[config.mk]
export PLATFORM = sky130hd
export DESIGN_NAME = mem_access_arbiter
export DESIGN_NICKNAME = d
export VERILOG_FILES = /design/src/rtl/mem_ctrl_pkg.sv /design/src/rtl/rr_arbiter_2.sv /design/src/rtl/mem_access_arbiter.sv
export SDC_FILE = /design/constraint.sdc
export NUM_CORES = 1
export LEC_CHECK = 0
export BUFFER_PORTS_ARGS = -buffer_cell sky130_fd_sc_hd__buf_4
export CELL_PAD_IN_SITES_DETAIL_PLACEMENT = 0
export CELL_PAD_IN_SITES_GLOBAL_PLACEMENT = 1
export CORE_ASPECT_RATIO = 1.1
export CORE_UTILIZATION = 41
export CTS_BUF_LIST = sky130_fd_sc_hd__clkbuf_4 sky130_fd_sc_hd__clkbuf_8
export DETAILED_ROUTE_END_ITERATION = 10
export GPL_ROUTABILITY_DRIVEN = 0
export MAX_ROUTING_LAYER = met4
export PLACE_DENSITY_LB_ADDON = 0.2
export SKIP_CTS_REPAIR_TIMING = 1
export SLEW_MARGIN = 40
export SYNTH_ARGS = -nofsm -noshare
export SYNTH_HDL_FRONTEND = slang
export SYNTH_HIERARCHICAL = 1
export SYNTH_SLANG_ARGS = --single-unit
[constraint.sdc]
create_clock -name clk -period 4.5 [get_ports clk]
set_input_delay 0.45 -clock clk [delete_from_list [all_inputs] [get_ports clk]]
set_output_delay 0.45 -clock clk [all_outputs]
set_load 0.01 [all_outputs]
[src/rtl/mem_ctrl_pkg.sv]
// Shared types and constants for the 8x8 memory cell array access path.
package mem_ctrl_pkg;

   localparam int ROWS  = 8;
   localparam int AW    = 3;
   localparam int DW    = 8;
   localparam int CNT_W = 4;

   // Access sequencer states
   typedef enum logic [1:0] {
      IDLE   = 2'd0,
      SETUP  = 2'd1,
      ACCESS = 2'd2,
      DONE   = 2'd3
   } state_e;

   // Grant encoding
   localparam logic GNT_A = 1'b0;
   localparam logic GNT_B = 1'b1;

endpackage

[src/rtl/rr_arbiter_2.sv]
// Two-input arbiter. Round-robin by default; fixed priority to port A when
// MEM_ARB_PRIORITY_A_EN is defined (last_grant is then ignored).
module rr_arbiter_2
   import mem_ctrl_pkg::*;
(
   input  logic req_a,
   input  logic req_b,
   input  logic last_grant,
   output logic gnt_valid,
   output logic gnt
);

   // Pick a winner among the active requests
   always_comb begin
      gnt_valid = req_a | req_b;
      gnt       = GNT_A;
`ifdef MEM_ARB_PRIORITY_A_EN
      if (!req_a && req_b) begin
         gnt = GNT_B;
      end
`else
      if (req_a && req_b) begin
         gnt = (last_grant == GNT_A) ? GNT_B : GNT_A;
      end else if (req_b) begin
         gnt = GNT_B;
      end
`endif
   end

`ifdef MEM_ARB_PRIORITY_A_EN
   logic unused_last_grant;
   assign unused_last_grant = last_grant;
`endif

endmodule

[src/rtl/mem_access_arbiter.sv]
// Two-port arbiter and access sequencer for the 8x8 memory cell array.
// Sequence per access: IDLE (arbitrate) -> SETUP (address setup) ->
// ACCESS (strobe for ACC_CYCLES) -> DONE (ack).
// Handshake: a requester holds req/we/adr/wdata stable until its ack pulse
// and drops req on the edge that samples ack; req still high in the next
// IDLE cycle is a new request.
// Optional macro: MEM_ARB_PRIORITY_A_EN (fixed priority to port A).
module mem_access_arbiter #(
   parameter int DW         = 8,
   parameter int AW         = 3,
   parameter int ACC_CYCLES = 1
) (
   input  logic          clk,
   input  logic          rst,
   input  logic          a_req,
   input  logic          a_we,
   input  logic [AW-1:0] a_adr,
   input  logic [DW-1:0] a_wdata,
   output logic          a_ack,
   output logic [DW-1:0] a_rdata,
   input  logic          b_req,
   input  logic          b_we,
   input  logic [AW-1:0] b_adr,
   input  logic [DW-1:0] b_wdata,
   output logic          b_ack,
   output logic [DW-1:0] b_rdata,
   output logic [AW-1:0] mem_adr,
   output logic          mem_re,
   output logic          mem_we,
   output logic [DW-1:0] mem_wdata,
   input  logic [DW-1:0] mem_rdata,
   output logic          busy,
   output logic [1:0]    dbg_state
);
   import mem_ctrl_pkg::*;

   if (ACC_CYCLES < 1 || ACC_CYCLES > 15) begin : g_bad_acc_cycles
      $error("ACC_CYCLES must be in 1..15");
   end

   localparam logic [CNT_W-1:0] CNT_LOAD = CNT_W'(ACC_CYCLES - 1);

   state_e           state_q, state_d;
   logic             we_q, we_d;
   logic [AW-1:0]    adr_q, adr_d;
   logic [DW-1:0]    wdata_q, wdata_d;
   logic             gnt_q, gnt_d;
   logic             last_q, last_d;
   logic [CNT_W-1:0] cnt_q, cnt_d;
   logic [DW-1:0]    a_rdata_q, a_rdata_d;
   logic [DW-1:0]    b_rdata_q, b_rdata_d;
   logic             arb_valid;
   logic             arb_gnt;

   rr_arbiter_2 u_arb (
      .req_a      (a_req),
      .req_b      (b_req),
      .last_grant (last_q),
      .gnt_valid  (arb_valid),
      .gnt        (arb_gnt)
   );

   // State and datapath registers; reset drops strobes immediately
   always_ff @(posedge clk or posedge rst) begin
      if (rst) begin
         state_q   <= IDLE;
         we_q      <= 1'b0;
         adr_q     <= '0;
         wdata_q   <= '0;
         gnt_q     <= GNT_A;
         last_q    <= GNT_B;
         cnt_q     <= '0;
         a_rdata_q <= '0;
         b_rdata_q <= '0;
      end else begin
         state_q   <= state_d;
         we_q      <= we_d;
         adr_q     <= adr_d;
         wdata_q   <= wdata_d;
         gnt_q     <= gnt_d;
         last_q    <= last_d;
         cnt_q     <= cnt_d;
         a_rdata_q <= a_rdata_d;
         b_rdata_q <= b_rdata_d;
      end
   end

   // Next-state logic: latch winner in IDLE, count strobe cycles in ACCESS
   always_comb begin
      state_d   = state_q;
      we_d      = we_q;
      adr_d     = adr_q;
      wdata_d   = wdata_q;
      gnt_d     = gnt_q;
      last_d    = last_q;
      cnt_d     = cnt_q;
      a_rdata_d = a_rdata_q;
      b_rdata_d = b_rdata_q;
      case (state_q)
         IDLE: begin
            if (arb_valid) begin
               gnt_d   = arb_gnt;
               we_d    = (arb_gnt == GNT_B) ? b_we    : a_we;
               adr_d   = (arb_gnt == GNT_B) ? b_adr   : a_adr;
               wdata_d = (arb_gnt == GNT_B) ? b_wdata : a_wdata;
               state_d = SETUP;
            end
         end
         SETUP: begin
            cnt_d   = CNT_LOAD;
            state_d = ACCESS;
         end
         ACCESS: begin
            if (cnt_q != '0) begin
               cnt_d = cnt_q - 1'b1;
            end else begin
               if (!we_q) begin
                  if (gnt_q == GNT_B) b_rdata_d = mem_rdata;
                  else                a_rdata_d = mem_rdata;
               end
               state_d = DONE;
            end
         end
         DONE: begin
            last_d  = gnt_q;
            state_d = IDLE;
         end
         default: state_d = IDLE;
      endcase
   end

   assign mem_adr   = adr_q;
   assign mem_wdata = wdata_q;
   assign mem_we    = (state_q == ACCESS) &&  we_q;
   assign mem_re    = (state_q == ACCESS) && !we_q;
   assign a_ack     = (state_q == DONE) && (gnt_q == GNT_A);
   assign b_ack     = (state_q == DONE) && (gnt_q == GNT_B);
   assign a_rdata   = a_rdata_q;
   assign b_rdata   = b_rdata_q;
   assign busy      = (state_q != IDLE);
   assign dbg_state = state_q;

endmodule

# Word level (Yosys, flattened, before mapping)
# Cells that the tools add are included.
# totals
latchBits,0
output_inout_bits,34
reg_bits,36
wordCells,46
ram_bits,0
mem_count,0
romBits,0
in_bits,36
# op_classes
n_mul,0
div_mod_pow,0
reduce_logical,15
n_bitwise,4
order_cmp,0
n_eq_ne,6
n_addsub,1
n_shift,0
muxes,11
# ops
cell,count
8-bit two-way mux,1
2-bit case mux with 4 select lines,1
4-bit case mux with 2 select lines,1
4-bit AND reduction,2
2-bit != test (second input constant),3
2-bit AND reduction,3
1-bit logical AND,5
2-bit == test (second input constant),2
1-bit two-way mux,4
2-bit two-way mux,2
4-bit two-way mux,1
2-bit nonzero test,2
4-bit nonzero test,1
4-bit by 1-bit subtractor with 4-bit output (second input constant),1
3-bit two-way mux,1
1-bit inverter,3
2-bit by 1-bit == test with 1-bit output (second input constant),1
2-bit zero test,1
1-bit zero test,1
1-bit bitwise OR,1

# Depth between registers and ports, before layout
# Gate-level depths: netlist (run 1).
# depth
word_depth,3
mapped_depth,7
depth_no_buf,5

# Cells and area by module
# The synthesis (run 1) kept the hierarchy.
# modules_own_cells
module,seq_area_each_um2,cells_each,n_inst,area_each_um2
mem_access_arbiter,902.1,142,1,1750.4
rr_arbiter_2,0.0,2,1,13.8

# Least setup slack after synthesis (run 1)
# No wires, ideal clock.
# synth_path
kind,register to register
from,reg state_q[0] (netlist: dbg_state[0])
to,reg b_rdata_q[0] (netlist: b_rdata[0])
setup_slack_ns,2.920
path_buffers,0
required_ns,4.375
synth_period_minus_slack_ns,1.580
setup_ns,0.125
path_stages_with_launch,6
t_arrival_ns,1.455
path_cell_list,dfrtp_1 > inv_1 > ha_1 > and2b_1 > nand2_2 > mux2_2
# synth_via
elab_chain_cells,2
# synth_rtl
item,line_no,text
start: declaration,mem_access_arbiter.sv:43,"state_e state_q, state_d;"
start signal: assignment,mem_access_arbiter.sv:76,state_q <= state_d;
2-bit == test,mem_access_arbiter.sv:99,case (state_q)
4-bit AND reduction (no source line),n/a,
end signal: assignment,mem_access_arbiter.sv:84,b_rdata_q <= b_rdata_d;
end: declaration,mem_access_arbiter.sv:51,"logic [DW-1:0] b_rdata_q, b_rdata_d;"
# No other way between the ends.
# A chain may end at the register's enable or synchronous reset.

# Worst setup path in the final report (run 1)
# layout_path
from,reg state_q[0] (netlist: dbg_state[0])
to,out mem_re
# layout_via
elab_chain_cells,2
# layout_rtl
item,line_no,text
2-bit == test,mem_access_arbiter.sv:135,assign mem_re = (state_q == ACCESS) && !we_q;
1-bit logical AND,mem_access_arbiter.sv:135,
end: declaration,mem_access_arbiter.sv:28,"output logic mem_re,"
# No other way between the ends.

==> impl_metrics.py, run 1 <==
metrics = {
    "cts": {
        "clkLatencyLatePin_ns": 0.28,
        "cts.path.max_buffers": 2,
        "htreeDepth": 2,
        "path_clk_slew_ns": 0.07,
        "cts_root_buffer": "clkbuf_8",
        "numCtsBuffers": 5,
        "cts_sinks": 36,
        "cts_tree": "yes",
    },
    "grt": {
        "antenna_found_initial": 0,
        "globalRouteTotalUtil_pct": 18.16,
        "globalRoute.totalOverflow": 0,
        "grt_pass1_vias": 1340,
        "grt_pass1_wl_mm": 6.023,
        "grt_max_degree": 37,
    },
    "logic_synthesis": {
        "ys_warn_count": 6,
        "synth_xor_xnor_area_share_pct": 0.4965,
        "synth_compound_area_share_pct": 7.021,
        "synth_nets": 187,
        "ys_seq_elements": 36,
        "synth_cell_type_count": 33,
        "synthTopCellsByArea": "dfrtp_1, mux2i_1, mux2_2",
        "synth_area_mm2": 0.001764,
        "ys_seq_area_share_pct": 51.13,
        "syn-mean-instance-area_um2": 12.25,
        "synth_top_area_share_pct": 49.65,
        "synth_adder_area_share_pct": 4.965,
        "synthSimpleGateAreaFrac_pct": 11.84,
        "muxShareOfSynthArea_pct": 21.21,
        "synth_top_family_by_area": "multiplexers",
        "netlist_instances": 144,
        "synth_top_area_cell": "dfrtp_1",
    },
    "sta": {
        "fin_tns_setup_ns": 0,
        "setup_viol": 0,
        "rsz0062_at_grt": "no",
        "fin_crit_sh_pct": 47.13,
        "finClkSkew_ns": 0.004324,
        "hold_viol": 0,
        "max_freq_mhz": 471.5,
        "slew_violations": 0,
        "fin_crit_ns": 2.121,
        "slew_headroom_pct": 70.62,
        "setup_ws_ns": 2.379,
        "max_slew.worst_pin.slew_ns": 0.4407,
    },
    "final_layout": {
        "n_antenna_cell": 0,
        "design_area_mm2": 0.002431,
        "syn2layout_area_growth_pct": 37.80,
        "finalNetCount": 259,
        "drive_above_1_share_pct": 48.61,
        "fin_util_pct": 59.97,
        "layout_common_cells": "buf_4, dfrtp_1, nor2_1, mux2i_1, a21oi_1",
        "final_common_cell": "buf_4",
    },
    "routing": {
        "wl_met2_mm": 1.902,
        "dr.max_layer_used": "met4",
        "drcViolationCount": 0,
        "firstDrtPassIters": 4,
        "routed_wl_mm": 3.682,
        "via_per_inst": 4.843,
        "wl_met1_mm": 1.475,
        "dr.first_iter.drc_count": 65,
        "ant_nets": 0,
        "wl_met3_um": 264,
        "vias": 1298,
        "wl_per_cell_um": 13.74,
    },
    "place": {
        "io_buffers": 69,
        "place_ws_ns": 2.599,
        "placed_area_mm2": 0.002333,
        "dp_hpwl_mm": 2.843,
    },
    "floorplan": {
        "core_mm2": 0.004054,
        "rows": 24,
        "die_x_um": 64.55,
        "die_area_mm2": 0.004569,
        "boundaryPins": 70,
        "initial_utilization_pct": 43.52,
        "die_h_um": 70.80,
    },
    "power": {
        "swShare_pct": 33.97,
        "p_seq_share_pct": 37.3,
        "combPwrFrac_pct": 47.0,
        "peakVddDrop_mv": 0.2493,
        "power.density_mw_per_mm2": 633.2,
        "power.switching_uw": 522.9,
        "pwr-share-clk_pct": 15.7,
        "internal-power_mw": 1.017,
        "p_leak_nw": 1.244,
        "power_mw": 1.539,
    },
    "critical_path": {
        "slowest_stage": "dfrtp_1",
        "regToRegSetupSlack_ns": 2.66,
        "critPathTopFamily": "flip-flops",
        "cp.arrival_ns": 1.67,
        "crit_type": "flip-flop to output pin",
        "worst-path-buf-inv": 2,
        "worstPathCellList": "inv_1 > ha_1 > and2b_1 > buf_4",
        "end_kind": "output pin",
        "critical_path.max_fanout": 11,
        "required_ns": 4.05,
        "max_stage_delay_ns": 0.43,
        "startpoint_type": "flip-flop",
    },
    "job": {
        "max_cap_viol_count": 0,
    },
    "outcome": {
        "status": "completed",
    },
    "min_path": {
        "holdCritPathClass": "primary input to asynchronous set/reset pin",
    },
}
-- metrics by stage --
stage | instances | hold slack [ns]
floorplan | 144 | 0.5016
global placement | 261 | 0.4887
detailed placement | 261 | 0.4935
CTS | 268 | 0.2770
global route | 268 | 0.3018
finish | 268 | 0.2628
-- power by group through the flow --
stage	logic [mW]	clock network (mW)	registers [mW]
floorplan	0.352	0	0.623
global placement	0.708	0	0.569
detailed placement	0.733	0	0.581
CTS	0.735	0.252	0.576
global route	0.784	0.267	0.593
finish	0.723	0.242	0.574
-- cell usage after synthesis --
cell,number
a21boi_1,1
inv_1,8
nand2b_1,1
nand2_2,1
nor3b_2,1
nor4b_1,1
clkbuf_1,1
o21ai_0,3
and2b_2,1
ha_1,7
and2b_1,1
or2_1,1
and3_1,1
nor4b_4,1
o32a_1,1
nand2_4,1
dfstp_2,1
mux2i_1,13
and2_1,3
and4bb_2,1
a21o_1,3
o22a_1,1
mux2_4,8
nor2_1,14
nand2_1,1
xnor2_1,1
or2b_1,1
mux2_2,11
nor3_1,2
dfrtp_1,35
a21oi_1,12
buf_2,5
nor2b_1,1
-- path summary, 6_finish.rpt --
check	startpoint	end	cells after the start
max	dbg_state[0]	mem_re	4
min	rst	a_rdata[1]	3
max reg2reg	dbg_state[0]	a_rdata[0]	5
min reg2reg	b_rdata[3]	b_rdata[3]	1
max in group asynchronous	rst	last_q	3
min in group clk	mem_rdata[1]	a_rdata[1]	2
-- layer usage --
layer,global-route usage (%),up-vias
met5,-,-
met3,4.839,5
met2,31.23,49
met1,19.35,607
li1,-,637
met4,8.148,0
-- registers in the layout, summed over array words and instances (netlist names) --
name       cells
b_rdata        8
a_rdata        8
last_q         1
mem_wdata      8
mem_adr        3
cnt_q          4
gnt_q          1
we_q           1
dbg_state      2
-- area by class of cell --
class | instances | area (um^2)
Inverter | 8 | 30.03
Multi-Input combinational cell | 94 | 804.5
Sequential cell | 36 | 902.1
Clock buffer | 7 | 96.34
Tap cell | 52 | 65.06
Timing Repair Buffer | 71 | 533.0
Fill cell | 349 | 1623
-- logic make-up after synthesis --
logic type	count (synthesis)
AOI/OAI and AO/OA	21
xor gates and xnor gates	1
adders and majority gates	7
buffers and inverters	14
DFF	36
muxes	32
and+or+nand+nor	33
-- worst min-delay path, delay by kind of cell --
family / cells / cell delay, ns
buf+inv: 3 / 0.53
Power figures use the tool's default switching activity.
==> run 2, diff against run 1 <==
--- a/config.mk
+++ b/config.mk
@@ -9,7 +9,7 @@
 export CELL_PAD_IN_SITES_DETAIL_PLACEMENT = 0
 export CELL_PAD_IN_SITES_GLOBAL_PLACEMENT = 1
 export CORE_ASPECT_RATIO = 1.1
-export CORE_UTILIZATION = 41
+export CORE_UTILIZATION = 38
 export CTS_BUF_LIST = sky130_fd_sc_hd__clkbuf_4 sky130_fd_sc_hd__clkbuf_8
 export DETAILED_ROUTE_END_ITERATION = 10
 export GPL_ROUTABILITY_DRIVEN = 0
==> constraint.sdc (replaced) <==
create_clock -name clk -period 2 [get_ports clk]
set_input_delay 0.2 -clock clk [delete_from_list [all_inputs] [get_ports clk]]
set_output_delay 0.2 -clock clk [all_outputs]
set_load 0.01 [all_outputs]
==> impl_metrics.py, run 2 (same netlist as run 1, synthesis figures left out) <==
metrics = {
    "sta": {
        "fin_crit_ns": 1.774,
        "fin_tns_setup_ns": 0,
        "max_slew.worst_pin.slew_ns": 0.4590,
        "setup_ws_ns": 0.2256,
        "rsz0062_at_grt": "no",
        "setup_viol": 0,
        "fin_crit_sh_pct": 88.72,
        "max_freq_mhz": 563.6,
        "slew_headroom_pct": 69.40,
        "hold_viol": 0,
        "finClkSkew_ns": 0.005715,
        "slew_violations": 0,
    },
    "final_layout": {
        "final_common_cell": "buf_4",
        "finalNetCount": 261,
        "drive_above_1_share_pct": 48.86,
        "n_antenna_cell": 0,
        "syn2layout_area_growth_pct": 38.79,
        "design_area_mm2": 0.002449,
        "layout_common_cells": "buf_4, dfrtp_1, nor2_1, mux2i_1, a21oi_1",
    },
    "floorplan": {
        "die_h_um": 73.46,
        "rows": 25,
        "die_x_um": 66.97,
        "boundaryPins": 70,
        "die_area_mm2": 0.004919,
        "core_mm2": 0.004379,
        "initial_utilization_pct": 40.29,
    },
    "grt": {
        "grt_pass1_wl_mm": 6.285,
        "use_met3_pct": 5.745,
        "grt_max_degree": 37,
        "globalRoute.totalOverflow": 0,
        "grt.busiest_layer": "met2",
        "met2_usage_pct": 28.84,
        "grt_pass1_vias": 1358,
        "globalRouteTotalUtil_pct": 18.01,
        "met1_usage_pct": 21.05,
        "antenna_found_initial": 0,
    },
    "power": {
        "pwr-share-clk_pct": 15.5,
        "power.density_mw_per_mm2": 1419,
        "p_seq_share_pct": 37.0,
        "p_leak_nw": 1.252,
        "combPwrFrac_pct": 47.5,
        "power.switching_mw": 1.183,
        "swShare_pct": 34.05,
        "peakVddDrop_mv": 0.5604,
        "internal-power_mw": 2.291,
    },
    "routing": {
        "routed_wl_mm": 3.849,
        "dr.first_iter.drc_count": 52,
        "via_per_inst": 4.773,
        "drcViolationCount": 0,
        "vias": 1303,
        "firstDrtPassIters": 3,
        "ant_nets": 0,
        "wl_per_cell_um": 14.10,
    },
    "cts": {
        "cts_sinks": 36,
        "htreeDepth": 2,
        "clkLatencyLatePin_ns": 0.28,
        "numCtsBuffers": 5,
        "path_clk_slew_ns": 0.07,
        "cts_root_buffer": "clkbuf_8",
        "cts_tree": "yes",
        "cts.path.max_buffers": 2,
    },
    "outcome": {
        "status": "completed",
    },
    "critical_path": {
        "cp.arrival_ns": 1.94,
        "end_kind": "flip-flop",
        "startpoint_type": "flip-flop",
        "slowest_stage": "dfrtp_1",
        "ff2ff_path_depth": 5,
        "crit_type": "flip-flop to flip-flop",
        "path_depth": 5,
        "critPathTopFamily": "flip-flops",
        "max_stage_delay_ns": 0.41,
        "worst-path-buf-inv": 1,
        "critical_path.max_fanout": 5,
        "required_ns": 2.16,
        "worstPathCellList": "inv_1 > ha_1 > nor3b_2 > o22a_1 > mux2_2",
    },
    "place": {
        "place_ws_ns": 0.2423,
        "io_buffers": 69,
        "placed_area_mm2": 0.002351,
        "dp_hpwl_mm": 2.930,
    },
    "job": {
        "max_cap_viol_count": 0,
    },
    "min_path": {
        "holdCritPathClass": "primary input to asynchronous set/reset pin",
    },
}
-- run 2: power groups by stage --
stage | Combinational (mW) | Sequential [mW] | Clock (mW)
6_report | 1.65 | 1.28 | 0.538
5_1_grt | 1.79 | 1.33 | 0.596
4_1_cts | 1.67 | 1.29 | 0.565
3_5_place_dp | 1.67 | 1.30 | 0
3_3_place_gp | 1.63 | 1.28 | 0
2_1_floorplan | 0.792 | 1.40 | 0
-- run 2: worst paths after layout --
check                                  start           end  slack, ns
worst max register to register      cnt_q[0]  dbg_state[1]       0.23
min in group clk                mem_rdata[2]    a_rdata[2]       0.15
worst max-delay path                cnt_q[0]  dbg_state[1]       0.23
max in group asynchronous                rst        last_q       1.62
worst min register to register    b_rdata[1]    b_rdata[1]       0.51
worst min-delay path                     rst    b_rdata[4]       0.03
-- run 2: area by class of cell --
cell class                 instances  area, um^2
fill                             409        1931
sequential                        36       902.1
multi-input combinational         94       803.3
timing repair buffer              73       548.0
clock buffer                       7       90.09
tap                               54       67.56
inverter                           8       30.03
clock inverter                     1       7.507
-- run 2: worst reg2reg max path, delay by kind of cell (launching register included) --
kind            cells  cell delay (ns)
flops               1             0.41
simple gates        1             0.34
mux                 1             0.33
fa+ha+maj           1             0.24
compound gates      1             0.23
buf+inv             1             0.12
-- run 2: metrics by stage --
stage | utilization, % | cells | hold WS (ns) | total power, mW
detailed placement | 53.69 | 265 | 0.3485 | 2.968
CTS | 55.91 | 273 | 0.03585 | 3.528
floorplan | - | 144 | 0.3485 | 2.195
global route | 55.91 | 273 | 0.07138 | 3.718
finish | 55.91 | 273 | 0.03020 | 3.474
global placement | 53.69 | 265 | 0.3377 | 2.912
-- run 2: per-layer routing --
metal,wire length (um),vias up
li1,-,638
met3,206,6
met2,1998,40
met5,0,-
met1,1576,619
met4,66,0
